===== config.mk =====
export PLATFORM = sky130hd
export DESIGN_NAME = grid_io_bank_cfg
export DESIGN_NICKNAME = d
export VERILOG_FILES = /design/src/rtl/grid_io_pkg.sv /design/src/rtl/grid_io_cell.sv /design/src/rtl/grid_io_bank_cfg.sv
export SDC_FILE = /design/constraint.sdc
export NUM_CORES = 1
export LEC_CHECK = 0
export CAP_MARGIN = 20
export CORE_ASPECT_RATIO = 1.25
export CORE_MARGIN = 5
export CORE_UTILIZATION = 60
export CTS_CLUSTER_DIAMETER = 50
export CTS_CLUSTER_SIZE = 20
export DETAILED_ROUTE_END_ITERATION = 6
export DONT_BUFFER_PORTS = 1
export PLACE_DENSITY = 0.76
export SYNTH_ARGS = -nofsm -noshare
export SYNTH_HDL_FRONTEND = slang
export SYNTH_SLANG_ARGS = --single-unit

===== constraint.sdc =====
create_clock -name prog_clk -period 1.58 [get_ports prog_clk]
set_clock_uncertainty 0.2 [all_clocks]
set_input_delay 0.237 -clock prog_clk [delete_from_list [all_inputs] [get_ports prog_clk]]
set_output_delay 0.237 -clock prog_clk [all_outputs]
set_load 0.005 [all_outputs]

===== src/rtl/grid_io_pkg.sv =====
// rtl/grid_io_pkg.sv - shared constants and types for the grid IO bank
package grid_io_pkg;

  localparam int CFG_BITS_PER_IO = 2;
  localparam int CFG_DIR         = 0;
  localparam int CFG_INV         = 1;

  // Safe power-up mode: pad is an input, no inversion.
  localparam logic [CFG_BITS_PER_IO-1:0] CFG_RESET_IO = 2'b01;

  typedef enum logic [1:0] {
    IDLE,
    SHIFT,
    FULL
  } load_state_t;

endpackage


===== src/rtl/grid_io_cell.sv =====
// rtl/grid_io_cell.sv - one pad channel: direction, output and fabric-input logic
// Ports: isol_n (active-low isolation), dir/inv (live config bits),
//        soc_in/pin_outpad (data in), soc_dir/soc_out/pin_inpad (data out).
module grid_io_cell (
  input  logic isol_n,
  input  logic dir,
  input  logic inv,
  input  logic soc_in,
  input  logic pin_outpad,
  output logic soc_dir,
  output logic soc_out,
  output logic pin_inpad
);

  // Isolation forces the pad to input and silences both data directions.
  assign soc_dir   = dir | ~isol_n;
  assign soc_out   = isol_n & ~dir & (pin_outpad ^ inv);
  assign pin_inpad = isol_n & dir & (soc_in ^ inv);

endmodule


===== src/rtl/grid_io_bank_cfg.sv =====
// rtl/grid_io_bank_cfg.sv - IO bank tile with shadow config chain and commit FSM
// Ports: prog_clk/prog_reset (clock, sync active-high reset),
//        ccff_head/ccff_en/ccff_tail (config shift chain),
//        cfg_commit (load live config), isol_n (isolation),
//        gfpga_pad_io_soc_* (SoC pad ring), pin_inpad/pin_outpad (fabric),
//        cfg_valid/cfg_err (load status).
module grid_io_bank_cfg
  import grid_io_pkg::*;
#(
  parameter int NUM_IO = 4
) (
  input  logic              prog_clk,
  input  logic              prog_reset,
  input  logic              ccff_head,
  input  logic              ccff_en,
  input  logic              cfg_commit,
  input  logic              isol_n,
  input  logic [NUM_IO-1:0] gfpga_pad_io_soc_in,
  input  logic [NUM_IO-1:0] pin_outpad,
  output logic              ccff_tail,
  output logic [NUM_IO-1:0] gfpga_pad_io_soc_dir,
  output logic [NUM_IO-1:0] gfpga_pad_io_soc_out,
  output logic [NUM_IO-1:0] pin_inpad,
  output logic              cfg_valid,
  output logic              cfg_err
);

  localparam int TOTAL_BITS = NUM_IO * CFG_BITS_PER_IO;
  localparam int CNT_W      = $clog2(TOTAL_BITS + 1);

  localparam logic [CNT_W-1:0] CNT_FULL = CNT_W'(TOTAL_BITS);
  localparam logic [CNT_W-1:0] CNT_LAST = CNT_W'(TOTAL_BITS - 1);
  localparam logic [CNT_W-1:0] CNT_ONE  = CNT_W'(1);

  logic [TOTAL_BITS-1:0] chain;
  logic [TOTAL_BITS-1:0] cfg_q;
  logic [CNT_W-1:0]      cnt;
  load_state_t           state;

  always_ff @(posedge prog_clk) begin
    if (prog_reset) begin
      chain     <= '0;
      cfg_q     <= {NUM_IO{CFG_RESET_IO}};
      cnt       <= '0;
      state     <= IDLE;
      cfg_valid <= 1'b0;
      cfg_err   <= 1'b0;
    end else begin
      if (ccff_en) begin
        chain <= {chain[TOTAL_BITS-2:0], ccff_head};
      end

      // Commit outcome is decided by the pre-edge state and chain contents.
      if (cfg_commit) begin
        if (state == FULL) begin
          cfg_q     <= chain;
          cfg_valid <= 1'b1;
        end else if (state == SHIFT) begin
          cfg_err <= 1'b1;
        end
      end

      // A commit restarts the load; a shift on the same edge counts as bit one.
      if (cfg_commit) begin
        cnt   <= ccff_en ? CNT_ONE : '0;
        state <= ccff_en ? SHIFT : IDLE;
      end else if (ccff_en) begin
        if (cnt != CNT_FULL) begin
          cnt <= cnt + 1'b1;
        end
        state <= (cnt >= CNT_LAST) ? FULL : SHIFT;
      end
    end
  end

  assign ccff_tail = chain[TOTAL_BITS-1];

  for (genvar i = 0; i < NUM_IO; i++) begin : g_io
    grid_io_cell u_cell (
      .isol_n     (isol_n),
      .dir        (cfg_q[CFG_BITS_PER_IO*i + CFG_DIR]),
      .inv        (cfg_q[CFG_BITS_PER_IO*i + CFG_INV]),
      .soc_in     (gfpga_pad_io_soc_in[i]),
      .pin_outpad (pin_outpad[i]),
      .soc_dir    (gfpga_pad_io_soc_dir[i]),
      .soc_out    (gfpga_pad_io_soc_out[i]),
      .pin_inpad  (pin_inpad[i])
    );
  end

endmodule


-- Yosys cells after proc, flatten, opt, wreduce, memory -nomap -nowiden
Index checks and enable logic that the tools add are counted.
- register bits after elaboration: 24
- bits of input ports: 14
- output and inout bits: 15
- add/subtract/negate cells: 1
- magnitude comparators: 1
- equality and inequality tests: 3
- mux-type cells: 8
- bitwise logic cells: 34
- reductions and logical operators: 5
- operators with widths (operator ; count):
    AND 1 bit ; 16
    2-to-1 mux 4 bit ; 3
    XOR 1 bit ; 8
    2-to-1 mux 2 bit ; 3
    inverter 1 bit ; 6
    adder 4 x 1 -> 4 bit (second input constant) ; 1
    >= comparator 4 x 3 -> 1 bit (second input constant) ; 1
    != test 4 bit (second input constant) ; 1
    bitwise OR 1 bit ; 4
    AND reduction 2 bit ; 2
    nonzero test 2 bit ; 2
    AND reduction 3 bit ; 1
    == test 2 x 1 -> 1 bit (second input constant) ; 1
    == test 2 bit (second input constant) ; 1
    2-to-1 mux 1 bit ; 2

-- Longest topological paths before layout
- depth after elaboration: 4
- mapped depth: 5
- gate-level depth less buffers: 5

-- By module
From an unflattened synthesis, not the netlist that was laid out.
- cells, all modules: 123
- area total of the unflattened synthesis: 1116.1 µm²
- by module, submodules not included (module ; instances ; cells each ; area each (µm²)):
    grid_io_bank_cfg ; 1 ; 103 ; 980.9
    grid_io_cell ; 4 ; 5 ; 33.8

-- Least setup slack after synthesis
No wires, ideal clock.
- kind: flip-flop to flip-flop
- start point: register cnt[0]
- end point: register cnt[1]
- arrival: 1.143 ns
- path slack: 0.177 ns
- cell stages (with the launch flop): 6
- buffers on the path: 0
- clock period less this slack: 1.403 ns
- cell sequence: dfxtp_1 inv_1 ha_1 nand3b_4 a2111oi_2 a41o_1
- longest elaborated chain between the ends: 4
- ends and longest elaborated chain (what ; RTL line ; source):
    from (decl) ; grid_io_bank_cfg.sv:37 ; logic [CNT_W-1:0] cnt;
    from (signal assigned) ; grid_io_bank_cfg.sv:65 ; cnt <= ccff_en ? CNT_ONE : '0;
    from (signal assigned) ; grid_io_bank_cfg.sv:69 ; cnt <= cnt + 1'b1;
    adder 4 x 1 -> 4 bit ; grid_io_bank_cfg.sv:69 ;
    2-to-1 mux 4 bit ; grid_io_bank_cfg.sv:68 ; if (cnt != CNT_FULL) begin
    2-to-1 mux 4 bit ; grid_io_bank_cfg.sv:67 ; end else if (ccff_en) begin
    2-to-1 mux 4 bit ; grid_io_bank_cfg.sv:64 ; if (cfg_commit) begin
Several ways; a longest one is shown, not always the timed one. The select of a mux whose other input is x is not followed.
A chain may end at the register's enable or synchronous reset.

-- Worst setup path after layout
- start point: register state[1]
- end point: register cfg_err
- longest elaborated chain between the ends: 3
- ends and longest elaborated chain (what ; RTL line ; source):
    from (decl) ; grid_io_bank_cfg.sv:38 ; load_state_t state;
    from (signal assigned) ; grid_io_bank_cfg.sv:66 ; state <= ccff_en ? SHIFT : IDLE;
    from (signal assigned) ; grid_io_bank_cfg.sv:71 ; state <= (cnt >= CNT_LAST) ? FULL : SHIFT;
    == test 2 bit ; grid_io_bank_cfg.sv:55 ; if (state == FULL) begin
    inverter 1 bit (no source line) ; - ;
    AND reduction 3 bit (no source line) * ; - ;
    to (signal assigned) ; grid_io_bank_cfg.sv:47 ; cfg_err <= 1'b0;
    to (signal assigned) ; grid_io_bank_cfg.sv:59 ; cfg_err <= 1'b1;
    to (decl) ; grid_io_bank_cfg.sv:25 ; output logic cfg_err
Mark *: on every way between the ends. The rest lies on a longest branch, timed or not.

==> flow_summary.json <==
{
  "synth_fp_nets": 151,
  "vias_per_cell": 5.47,
  "postCtsSetupRepairBufs": 0,
  "synthDistinctLibCells": 29,
  "drive_gt1_share_pct": 6.20,
  "seq_area_frac_synth_pct": 40.0,
  "clk_latency_ns": 0.30,
  "layout_common_cells": "dfxtp_1, nor2_1, nand2_1",
  "ctsLongestPathBuffers": 2,
  "max-cap-violations": 0,
  "grt_pass1_vias": 844,
  "place.gp.congestion": 0.702,
  "hold_viol_final": 0,
  "place.detailed.hpwl_um": 1290,
  "status": "completed",
  "clkTransAtPathRegs_ns": 0.12,
  "final_common_cell": "dfxtp_1",
  "cts_sinks": 24,
  "initial_core_util_pct": 62.0,
  "diodes": 0,
  "first_iter_violations": 10,
  "vdd_drop_max_mv": 0.604,
  "p_per_area_nw_per_um2": 785,
  "die_w_um": 50.0,
  "wirelength_um": 2050,
  "period_needed_ns": 1.50,
  "min_path_type": "primary input to flop",
  "ios": 29,
  "fin_util_pct": 63.7,
  "post_dp_cell_area_sq_um": 1090,
  "min_from": "ccff_en",
  "worstMarginPinSlew_ns": 0.788,
  "setup_viol": 0,
  "cts_max_level": 1,
  "slew_violations": 0,
  "row_count": 18,
  "cp-end-kind": "flop",
  "grt_overflow_total": 0,
  "rr_startpoint": "state[1]",
  "slew_headroom_pct": 47.5,
  "placedCellCount": 137,
  "max_freq_mhz": 668,
  "ant_nets": 0,
  "startpoint_type": "flop",
  "syn_area_sq_um": 1200,
  "final_area_sq_um": 1230,
  "cts_tree": "done",
  "antenna_found_initial": 0,
  "grt_pass1_wl_um": 3440,
  "grt_util_all_layers_pct": 14.6,
  "fin_cells": 149,
  "startpoint": "state[1]",
  "synth_seq_cells": 24,
  "synth_area_per_cell_sq_um": 8.90,
  "fin_crit_sh_pct": 94.8,
  "critPathRequiredTime_ns": 1.58,
  "root_buffer": "clkbuf_4",
  "numCtsBuffers": 3,
  "fp.dieH_um": 60.0,
  "drc": 0,
  "grt_max_degree": 23,
  "ys_warn_count": 0,
  "core_sq_um": 1940,
  "nets": 147,
  "synth_cells": 135,
  "wl_per_cell_um": 13.7,
  "dieArea_sq_um": 3000,
  "power_leakage_nw": 0.519,
  "nFillCells": 171,
  "critPathKind": "flop to flop",
  "crit_arrival_ns": 1.50,
  "port_buffers": 0,
  "drt_first_pass_iters": 4,
  "crit_path_max_fanout": 4,
  "vias": 815,
  "areaGrowthSynthToFinish_pct": 2.71
}
## through the flow
step	setup TNS, ns	hold WS (ns)	worst slack [ns]	total power, W
after floorplan	0	0.120	0.177	0.000718
after global routing	-0.00156	0.0153	-0.00156	0.00102
final	0	0.0146	0.0825	0.000969
after CTS	0	0.0128	0.0187	0.000973
after global placement	0	0.109	0.156	0.000689
after detailed placement	0	0.111	0.0791	0.000692
## layout make-up
| type | count | area, sq um | share of cell area [%] |
|---|---|---|---|
| clock buffer | 3 | 22.5 | 1.83 |
| inverter | 3 | 11.3 | 0.913 |
| multi-input combinational | 90 | 598 | 48.5 |
| sequential | 24 | 482 | 39.0 |
| tap | 20 | 25.0 | 2.03 |
| timing repair buffer | 9 | 95.1 | 7.71 |
## what timing repair did
item | 4_1_cts | 5_1_grt
gates resized for setup | 0 | 7
hold endpoints to repair | 24 | 0
setup endpoints to repair | 0 | 3
hold buffers | 9 | 0
## worst paths after layout
check	end	slack [ns]	cells after the start
worst max-delay path	cfg_err	0.08	4
worst min-delay path	cnt[3]	0.01	3
worst max register to register	cfg_err	0.08	4
worst min register to register	cfg_q[1]	0.28	2
## cells in the mapped netlist
cell type / instances / share of area, %
a2111oi_0: 1 / 0.73
a2111oi_2: 1 / 1.2
a21oi_1: 8 / 3.3
a31oi_1: 2 / 1.0
a41o_1: 1 / 0.83
and3_1: 4 / 2.1
and3b_1: 1 / 0.73
buf_2: 1 / 0.42
buf_4: 15 / 9.4
buf_8: 1 / 1.2
clkbuf_1: 1 / 0.31
dfxtp_1: 24 / 40
ha_1: 2 / 2.1
inv_1: 3 / 0.94
mux2i_1: 9 / 7.5
nand2_1: 17 / 5.3
nand2b_1: 4 / 2.1
nand3_1: 1 / 0.42
nand3b_1: 5 / 3.1
nand3b_4: 1 / 1.7
nand4_1: 1 / 0.52
nor2_1: 17 / 5.3
nor3_1: 2 / 0.83
nor3b_1: 1 / 0.63
o21ai_0: 1 / 0.42
or3_1: 1 / 0.52
or3b_1: 1 / 0.73
xnor2_1: 4 / 2.9
xor2_1: 5 / 3.6
## state kept, by name, summed over array words and instances (netlist names)
register   flops
cfg_q          8
chain          8
cnt            4
state          2
cfg_err        1
cfg_valid      1
## logic make-up after synthesis
group | after synthesis | share of synthesized area (%)
and+or+nand+nor | 56 | 24.0
buffers and inverters | 21 | 12.3
muxes | 9 | 7.50
AOI/OAI and AO/OA | 14 | 7.60
DFF | 24 | 40.0
adders and majority gates | 2 | 2.08
xor gates and xnor gates | 9 | 6.56
## layer usage
layer  track usage (%)  part of all wire, %  wire [um]  vias to the layer above
met4              9.36                 0.88         18                        0
met1              15.6                   39        805                      363
li1                  -                    -          -                      426
met5                 0                    0          0                        -
met3              3.74                  8.0        164                        2
met2              25.1                   52       1060                       24
## report_power, final
group          switching [W]  internal, W
Combinational      0.0000435    0.0000442
Clock               0.000164    0.0000890
Sequential        0.00000958     0.000618
Total               0.000217     0.000751
## worst max-delay path: stages, from the launching register on
cell and delay (ns):
dfxtp_1 0.39, inv_1 0.05, a31oi_1 0.16, nor2_1 0.05, dlygate4sd3_1 0.54
No activity file was read; power rests on OpenSTA's default activity.
